==> src/rtl/gpr_write_arbiter_if.sv <==
// ---------------------------------------------------------------------------
// gpr_write_arbiter_if
//
// Purpose:
//   Groups the signals between the two register-file write producers, the
//   write arbiter and the register file's single write port.
//
// Signals:
//   wb_valid / wb_ready / wb_address / wb_data   writeback-stage request
//   mc_valid / mc_ready / mc_address / mc_data   multi-cycle unit request
//   gpr_write_enable / _address / _data          registered write port
//   mc_forced                                    mc grant forced by starvation
//   (GPR_WRITE_ARBITER_BYPASS_EN only)
//   rd_address_1/2, rf_read_data_1/2             read ports seen by the file
//   bypass_data_1/2                              forwarded read data
//
// Modports:
//   slave  - the arbiter (consumes requests, produces grants/write port)
//   master - the producer/system side (drives requests, observes grants)
//
// Optional feature macro: GPR_WRITE_ARBITER_BYPASS_EN
// ---------------------------------------------------------------------------
interface gpr_write_arbiter_if;

    logic        wb_valid;
    logic        wb_ready;
    logic [4:0]  wb_address;
    logic [31:0] wb_data;

    logic        mc_valid;
    logic        mc_ready;
    logic [4:0]  mc_address;
    logic [31:0] mc_data;

    logic        gpr_write_enable;
    logic [4:0]  gpr_write_address;
    logic [31:0] gpr_write_data;

    logic        mc_forced;

`ifdef GPR_WRITE_ARBITER_BYPASS_EN
    logic [4:0]  rd_address_1;
    logic [4:0]  rd_address_2;
    logic [31:0] rf_read_data_1;
    logic [31:0] rf_read_data_2;
    logic [31:0] bypass_data_1;
    logic [31:0] bypass_data_2;

    modport slave (
        input  wb_valid, wb_address, wb_data,
        input  mc_valid, mc_address, mc_data,
        output wb_ready, mc_ready, mc_forced,
        output gpr_write_enable, gpr_write_address, gpr_write_data,
        input  rd_address_1, rd_address_2, rf_read_data_1, rf_read_data_2,
        output bypass_data_1, bypass_data_2
    );

    modport master (
        output wb_valid, wb_address, wb_data,
        output mc_valid, mc_address, mc_data,
        input  wb_ready, mc_ready, mc_forced,
        input  gpr_write_enable, gpr_write_address, gpr_write_data,
        output rd_address_1, rd_address_2, rf_read_data_1, rf_read_data_2,
        input  bypass_data_1, bypass_data_2
    );
`else
    modport slave (
        input  wb_valid, wb_address, wb_data,
        input  mc_valid, mc_address, mc_data,
        output wb_ready, mc_ready, mc_forced,
        output gpr_write_enable, gpr_write_address, gpr_write_data
    );

    modport master (
        output wb_valid, wb_address, wb_data,
        output mc_valid, mc_address, mc_data,
        input  wb_ready, mc_ready, mc_forced,
        input  gpr_write_enable, gpr_write_address, gpr_write_data
    );
`endif

endinterface

==> src/rtl/gpr_write_arbiter.sv <==
// ---------------------------------------------------------------------------
// gpr_write_arbiter
//
// Purpose:
//   Shares the general-purpose register file's single write port between the
//   in-order writeback stage (wb) and the multi-cycle execution unit (mc).
//   wb has fixed priority; a saturating starvation counter forces an mc grant
//   once mc has lost MAX_WAIT consecutive cycles while valid. The granted
//   request is registered and drives the register file write port directly.
//
// Parameters:
//   MAX_WAIT   - consecutive denied cycles before a forced mc grant
//                (legal 1 .. 2**WAIT_WIDTH-1)
//   WAIT_WIDTH - width of the starvation counter
//
// Ports:
//   system_clock    rising-edge clock
//   system_reset_n  asynchronous active-low reset
//   bus             gpr_write_arbiter_if.slave (requests, grants, write port,
//                   mc_forced, and bypass read ports when enabled)
//
// Optional feature macro: GPR_WRITE_ARBITER_BYPASS_EN
//   Adds combinational read forwarding from the registered write port so a
//   consumer sees a value in the cycle the file is still committing it.
// ---------------------------------------------------------------------------
module gpr_write_arbiter #(
    parameter int MAX_WAIT   = 4,
    parameter int WAIT_WIDTH = 4
) (
    input  logic                  system_clock,
    input  logic                  system_reset_n,
    gpr_write_arbiter_if.slave    bus
);

    localparam logic [WAIT_WIDTH-1:0] MAX_WAIT_C = WAIT_WIDTH'(MAX_WAIT);

    // -----------------------------------------------------------------------
    // State
    // -----------------------------------------------------------------------
    logic [WAIT_WIDTH-1:0] wait_count_q;
    logic [WAIT_WIDTH-1:0] wait_count_d;

    logic                  gpr_write_enable_q;
    logic                  gpr_write_enable_d;
    logic [4:0]            gpr_write_address_q;
    logic [4:0]            gpr_write_address_d;
    logic [31:0]           gpr_write_data_q;
    logic [31:0]           gpr_write_data_d;

    // -----------------------------------------------------------------------
    // Grant logic
    // -----------------------------------------------------------------------
    logic forced;
    logic mc_grant;
    logic wb_grant;

    // Grants are qualified with the reset input so that nothing is accepted
    // (and no producer believes it transferred) while reset is held.
    always_comb begin
        forced   = system_reset_n && bus.mc_valid && (wait_count_q == MAX_WAIT_C);
        mc_grant = system_reset_n && bus.mc_valid && (!bus.wb_valid || forced);
        wb_grant = system_reset_n && bus.wb_valid && !forced;
    end

    assign bus.wb_ready  = wb_grant;
    assign bus.mc_ready  = mc_grant;
    assign bus.mc_forced = forced;

    // -----------------------------------------------------------------------
    // Starvation counter: counts consecutive cycles mc is valid but denied.
    // It clears whenever mc withdraws or wins, and saturates at MAX_WAIT;
    // reaching MAX_WAIT makes the very next evaluation a forced grant, which
    // then clears it, so the saturation hold only matters defensively.
    // -----------------------------------------------------------------------
    always_comb begin
        wait_count_d = wait_count_q;
        if (!bus.mc_valid || mc_grant) begin
            wait_count_d = '0;
        end else if (wait_count_q != MAX_WAIT_C) begin
            wait_count_d = wait_count_q + WAIT_WIDTH'(1);
        end
    end

    // -----------------------------------------------------------------------
    // Output stage next-state
    // Address/data track the granted port on every transfer, including
    // register 0; only the enable is suppressed for register 0 so x0 stays
    // hard-wired to zero in the file.
    // -----------------------------------------------------------------------
    always_comb begin
        gpr_write_enable_d  = 1'b0;
        gpr_write_address_d = gpr_write_address_q;
        gpr_write_data_d    = gpr_write_data_q;
        if (mc_grant) begin
            gpr_write_address_d = bus.mc_address;
            gpr_write_data_d    = bus.mc_data;
            gpr_write_enable_d  = (bus.mc_address != 5'd0);
        end else if (wb_grant) begin
            gpr_write_address_d = bus.wb_address;
            gpr_write_data_d    = bus.wb_data;
            gpr_write_enable_d  = (bus.wb_address != 5'd0);
        end
    end

    // -----------------------------------------------------------------------
    // Registers. The asynchronous reset drops an in-flight write immediately;
    // producers re-present their requests after reset.
    // -----------------------------------------------------------------------
    always_ff @(posedge system_clock or negedge system_reset_n) begin
        if (!system_reset_n) begin
            wait_count_q        <= '0;
            gpr_write_enable_q  <= 1'b0;
            gpr_write_address_q <= 5'd0;
            gpr_write_data_q    <= 32'd0;
        end else begin
            wait_count_q        <= wait_count_d;
            gpr_write_enable_q  <= gpr_write_enable_d;
            gpr_write_address_q <= gpr_write_address_d;
            gpr_write_data_q    <= gpr_write_data_d;
        end
    end

    assign bus.gpr_write_enable  = gpr_write_enable_q;
    assign bus.gpr_write_address = gpr_write_address_q;
    assign bus.gpr_write_data    = gpr_write_data_q;

`ifdef GPR_WRITE_ARBITER_BYPASS_EN
    // -----------------------------------------------------------------------
    // Read forwarding: during the cycle the registered write is presented the
    // file still returns the old value, so substitute the pending write data.
    // Register 0 is never forwarded (the write to it is never issued anyway).
    // -----------------------------------------------------------------------
    logic [4:0]  rd_address [2];
    logic [31:0] rf_read_data [2];
    logic [31:0] bypass_data [2];

    assign rd_address[0]   = bus.rd_address_1;
    assign rd_address[1]   = bus.rd_address_2;
    assign rf_read_data[0] = bus.rf_read_data_1;
    assign rf_read_data[1] = bus.rf_read_data_2;

    for (genvar gi = 0; gi < 2; gi++) begin : g_bypass
        always_comb begin
            bypass_data[gi] = rf_read_data[gi];
            if (gpr_write_enable_q &&
                (gpr_write_address_q == rd_address[gi]) &&
                (rd_address[gi] != 5'd0)) begin
                bypass_data[gi] = gpr_write_data_q;
            end
        end
    end

    assign bus.bypass_data_1 = bypass_data[0];
    assign bus.bypass_data_2 = bypass_data[1];
`endif

endmodule

==> src/flat_wrapper.sv <==
// flat-port wrapper written by rule: the top's interface ports become plain ports
module gpr_write_arbiter_flat 
#(
    parameter int MAX_WAIT   = 4,
    parameter int WAIT_WIDTH = 4
)
  (system_clock, system_reset_n, bus_wb_valid, bus_wb_address, bus_wb_data, bus_mc_valid, bus_mc_address, bus_mc_data, bus_wb_ready, bus_mc_ready, bus_mc_forced, bus_gpr_write_enable, bus_gpr_write_address, bus_gpr_write_data);
  gpr_write_arbiter_if bus_i ();
  input  logic system_clock;
  input  logic system_reset_n;
  input wire logic [$bits(bus_i.wb_valid)-1:0] bus_wb_valid;
  input wire logic [$bits(bus_i.wb_address)-1:0] bus_wb_address;
  input wire logic [$bits(bus_i.wb_data)-1:0] bus_wb_data;
  input wire logic [$bits(bus_i.mc_valid)-1:0] bus_mc_valid;
  input wire logic [$bits(bus_i.mc_address)-1:0] bus_mc_address;
  input wire logic [$bits(bus_i.mc_data)-1:0] bus_mc_data;
  output wire logic [$bits(bus_i.wb_ready)-1:0] bus_wb_ready;
  output wire logic [$bits(bus_i.mc_ready)-1:0] bus_mc_ready;
  output wire logic [$bits(bus_i.mc_forced)-1:0] bus_mc_forced;
  output wire logic [$bits(bus_i.gpr_write_enable)-1:0] bus_gpr_write_enable;
  output wire logic [$bits(bus_i.gpr_write_address)-1:0] bus_gpr_write_address;
  output wire logic [$bits(bus_i.gpr_write_data)-1:0] bus_gpr_write_data;
  assign bus_i.wb_valid = bus_wb_valid;
  assign bus_i.wb_address = bus_wb_address;
  assign bus_i.wb_data = bus_wb_data;
  assign bus_i.mc_valid = bus_mc_valid;
  assign bus_i.mc_address = bus_mc_address;
  assign bus_i.mc_data = bus_mc_data;
  assign bus_wb_ready = bus_i.wb_ready;
  assign bus_mc_ready = bus_i.mc_ready;
  assign bus_mc_forced = bus_i.mc_forced;
  assign bus_gpr_write_enable = bus_i.gpr_write_enable;
  assign bus_gpr_write_address = bus_i.gpr_write_address;
  assign bus_gpr_write_data = bus_i.gpr_write_data;
  gpr_write_arbiter #(.MAX_WAIT(MAX_WAIT), .WAIT_WIDTH(WAIT_WIDTH)) u_core (.system_clock(system_clock), .system_reset_n(system_reset_n), .bus(bus_i));
endmodule
==> config.mk <==
export PLATFORM = sky130hd
export DESIGN_NAME = gpr_write_arbiter_flat
export DESIGN_NICKNAME = d
export VERILOG_FILES = /design/src/rtl/gpr_write_arbiter_if.sv /design/src/rtl/gpr_write_arbiter.sv /design/src/flat_wrapper.sv
export SDC_FILE = /design/constraint.sdc
export NUM_CORES = 1
export LEC_CHECK = 0
export CELL_PAD_IN_SITES_DETAIL_PLACEMENT = 0
export CELL_PAD_IN_SITES_GLOBAL_PLACEMENT = 2
export CORE_UTILIZATION = 25
export CTS_CLUSTER_DIAMETER = 120
export DETAILED_ROUTE_END_ITERATION = 8
export PLACE_DENSITY = 0.86
export SYNTH_ARGS = -nofsm -noshare
export SYNTH_HDL_FRONTEND = slang
export SYNTH_SLANG_ARGS = --single-unit
==> constraint.sdc <==
create_clock -name system_clock -period 3.58 [get_ports system_clock]
set_input_delay 0.716 -clock system_clock [delete_from_list [all_inputs] [get_ports system_clock]]
set_output_delay 0.716 -clock system_clock [all_outputs]
set_load 0.03 [all_outputs]
==> results.py <==
metrics = {
    "status": {
        "run_status": "completed",
    },
    "clock_tree": {
        "post_cts_resize_count": 0,
        "h-tree-depth": 2,
        "cts.sinks": 42,
        "clock_tree_from_tritoncts": "yes",
        "cts_buffers": 5,
        "clock_path_buffers": 2,
        "worstSkewPairLatency_ns": 0.29,
        "cts_root_buf": "sky130_fd_sc_hd__clkbuf_8",
        "ctsHoldBuffers": 0,
        "clkSlewWorstSetupHoldPaths_ns": 0.08,
        "post-cts-setup-buffers": 0,
    },
    "sta": {
        "timing_hold_violations_final": 0,
        "finalSetupViolations": 0,
        "layout_worst_path_cycle_share": 0.816,
        "setup_repair_after_global_routing_missed_its_margin": "no",
        "post-route-min-period_ns": 2.92,
        "worstMarginPinSlew_ns": 0.895,
        "setup-tns-final_ns": 0,
        "slew_viol_final": 0,
        "fin_worst_skew_ns": 0.00712,
        "fmax_ghz": 0.342,
        "slew_headroom": 0.404,
    },
    "synthesis": {
        "netlist-cell-type-count": 28,
        "fraction_of_the_mapped_netlist_area_in_adder_cells": 0.0114,
        "main_combinational_cell_family_by_area_after_synthesis": "compound AO/OA/AOI/OAI gates",
        "synth_area_in_compound_gates": 0.393,
        "synth.area.mux_share": 0.00456,
        "syn_inst": 173,
        "synthesis.area_per_instance_um2": 12.7,
        "netlist_area_um2": 2200,
        "ys_seq_elements": 42,
        "synth.yosys.seq_area_share": 0.478,
        "postSynthNetCount": 253,
        "simple_logic_cell_fraction_of_the_synthesized_area": 0.0387,
        "yosysWarnings": 0,
        "post_synthesis_share_of_cell_area_spent_on_xor_and_xnor_gates": 0.00399,
    },
    "grt": {
        "grt_start_max_net_pins": 80,
        "grt_pass1_wl_um": 11300,
        "first_global_vias": 2175,
        "track_usage": 0.163,
        "grt_remaining_overflow": 0,
        "grt_antenna_before_repair": 0,
    },
    "critical_path": {
        "cp_data_arrival_time_ns": 2.21,
        "worst_setup_path_end_kind": "primary output",
        "reg2regPathDepth": 6,
        "required_arrival_time_at_the_worst_endpoint_ns": 2.86,
        "worst-setup-path-type": "input port to primary output",
        "critical_path.startpoint_type": "input port",
        "worst-path-max-fanout": 3,
    },
    "routing": {
        "viasPerCell": 5.48,
        "final_antenna_net_count": 0,
        "detailed_route_via_count": 2100,
        "wl_cell_um": 19.1,
        "route.detailed.drc": 0,
        "finalWirelength_um": 7300,
        "detail_route.first_pass.iterations": 4,
        "drt_iter0_drc": 95,
    },
    "cells_and_area": {
        "antenna_cells_inserted": 0,
        "drive_gt1_frac": 0.0683,
        "layoutNonFillerInstCount": 383,
        "fin_nets": 358,
        "area.growth.synth_to_final_pct": 59.3,
        "fillCellCount": 810,
    },
    "worst_hold_path": {
        "holdCritPathClass": "input port to async pin",
    },
    "floorplanning": {
        "die_width_um": 95.7,
        "boundaryPins": 119,
        "std_cell_rows": 33,
        "vertical_extent_of_the_die_um": 95.7,
        "core-area_um2": 8340,
        "die_area_um2": 9170,
        "initial_core_util": 0.263,
    },
    "place": {
        "dp_hpwl_um": 4450,
        "routabilityCongestion": 0.667,
        "count_of_placed_standard_cells_including_taps": 376,
        "buffer_ports.inserted": 118,
    },
    "power_and_ir_drop": {
        "power.leakage_nw": 1.36,
        "vdd.ir_drop.worst_uv": 177,
        "power.density_cell_area_nw_per_um2": 388,
    },
    "job": {
        "max-cap-violations": 0,
    },
}
## state kept, by name (all words and copies together) (netlist names)
signal                        cells
u_core.bus.gpr_write_data        32
u_core.bus.gpr_write_enable       1
u_core.wait_count_q               4
u_core.bus.gpr_write_address      5
## synthesized netlist by cell type
cell | count | area (µm²)
sky130_fd_sc_hd__dfrtp_1 | 42 | 1050
sky130_fd_sc_hd__a221o_1 | 38 | 380
sky130_fd_sc_hd__o2111a_1 | 37 | 417
sky130_fd_sc_hd__clkbuf_1 | 13 | 48.8
sky130_fd_sc_hd__buf_2 | 6 | 30.0
sky130_fd_sc_hd__buf_6 | 4 | 45.0
sky130_fd_sc_hd__a21oi_1 | 3 | 15.0
sky130_fd_sc_hd__nand3_1 | 3 | 15.0
sky130_fd_sc_hd__nor2_1 | 3 | 11.3
sky130_fd_sc_hd__buf_4 | 2 | 15.0
sky130_fd_sc_hd__ha_1 | 2 | 25.0
sky130_fd_sc_hd__inv_1 | 2 | 7.51
sky130_fd_sc_hd__nand2_1 | 2 | 7.51
sky130_fd_sc_hd__or3_1 | 2 | 12.5
sky130_fd_sc_hd__a211oi_1 | 1 | 7.51
sky130_fd_sc_hd__a21boi_1 | 1 | 7.51
sky130_fd_sc_hd__a221oi_1 | 1 | 8.76
sky130_fd_sc_hd__buf_1 | 1 | 3.75
sky130_fd_sc_hd__inv_2 | 1 | 3.75
sky130_fd_sc_hd__mux2i_1 | 1 | 10.0
sky130_fd_sc_hd__nand2b_1 | 1 | 6.26
sky130_fd_sc_hd__nand3b_4 | 1 | 20.0
sky130_fd_sc_hd__nor3_1 | 1 | 5.00
sky130_fd_sc_hd__o211a_1 | 1 | 10.0
sky130_fd_sc_hd__o21ai_2 | 1 | 8.76
sky130_fd_sc_hd__o221ai_1 | 1 | 8.76
sky130_fd_sc_hd__or4_1 | 1 | 7.51
sky130_fd_sc_hd__xnor2_1 | 1 | 8.76
## cells in the final DEF (no fill, tap or decap), drive strengths merged, types with 2 or more instances in the layout
cell type and count:
clkdlybuf4s50 115, dfrtp 42, a221o 38, o2111a 37, buf 9, clkbuf 6, nor2 3, nand3 3
inv 3, a21oi 3, nand2 2, or3 2, ha 2
## power by group
part	switching (mW)	leakage (nW)	internal, mW	total, mW
Combinational	0.249	0.797	0.241	0.490
Clock	0.163	0.0373	0.134	0.297
Sequential	0.0378	0.524	0.535	0.573
Total	0.449	1.36	0.910	1.36
## metal layers
layer,track usage,share of wire,vias to the layer above
met5,0,0,-
met4,0.0473,0.020,0
met3,0.0490,0.067,10
met2,0.260,0.46,76
met1,0.214,0.46,1054
li1,-,-,960
## cell families after synthesis
kind of cell / count (synthesis)
flops: 42
simple gates: 14
mux: 1
compound gates: 84
fa+ha+maj: 2
xor+xnor: 1
buf+inv: 29
## layout make-up
cell class,count,area (µm²),area share
flip-flops and latches,42,1050,0.300
well taps,105,131,0.0375
clock buffers,6,72.6,0.0207
repair buffers,124,1220,0.347
clock inverters,1,7.51,0.00214
multi-input cells,102,1010,0.289
inverters,3,11.3,0.00322
## worst max-delay path, stage by stage
cell and delay (ns):
sky130_fd_sc_hd__clkdlybuf4s50_1 0.57, sky130_fd_sc_hd__nand2_1 0.14, sky130_fd_sc_hd__nor2_1 0.11, sky130_fd_sc_hd__clkdlybuf4s50_1 0.67
## path summary, 6_finish.rpt
kind	end	start	slack (ns)
hold reg to reg	u_core.bus.gpr_write_data[25]$_DFFE_PN0P_	u_core.bus.gpr_write_data[25]$_DFFE_PN0P_	0.52
setup reg to reg	u_core.wait_count_q[2]$_DFFE_PN0P_	u_core.wait_count_q[0]$_DFFE_PN0P_	1.72
setup / recovery	bus_mc_forced	bus_mc_valid	0.66
hold / removal	u_core.bus.gpr_write_data[1]$_DFFE_PN0P_	system_reset_n	0.26
min in group system_clock	u_core.bus.gpr_write_data[25]$_DFFE_PN0P_	u_core.bus.gpr_write_data[25]$_DFFE_PN0P_	0.52
max in group asynchronous	u_core.wait_count_q[0]$_DFFE_PN0P_	system_reset_n	2.21
## stage by stage
stage / worst slack [ns] / util / total power [mW] / area, µm² / hold slack [ns]
finish: 0.659 / 0.420 / 1.36 / 3500 / 0.255
global route: 0.610 / 0.420 / 1.43 / 3500 / 0.232
CTS: 0.650 / 0.420 / 1.38 / 3500 / 0.237
detailed placement: 0.651 / 0.410 / 1.07 / 3420 / 0.494
global placement: 0.688 / 0.410 / 1.07 / 3420 / 0.498
floorplan: 1.38 / - / 0.822 / 2200 / 0.420
No activity file was read; power rests on OpenSTA's default activity.
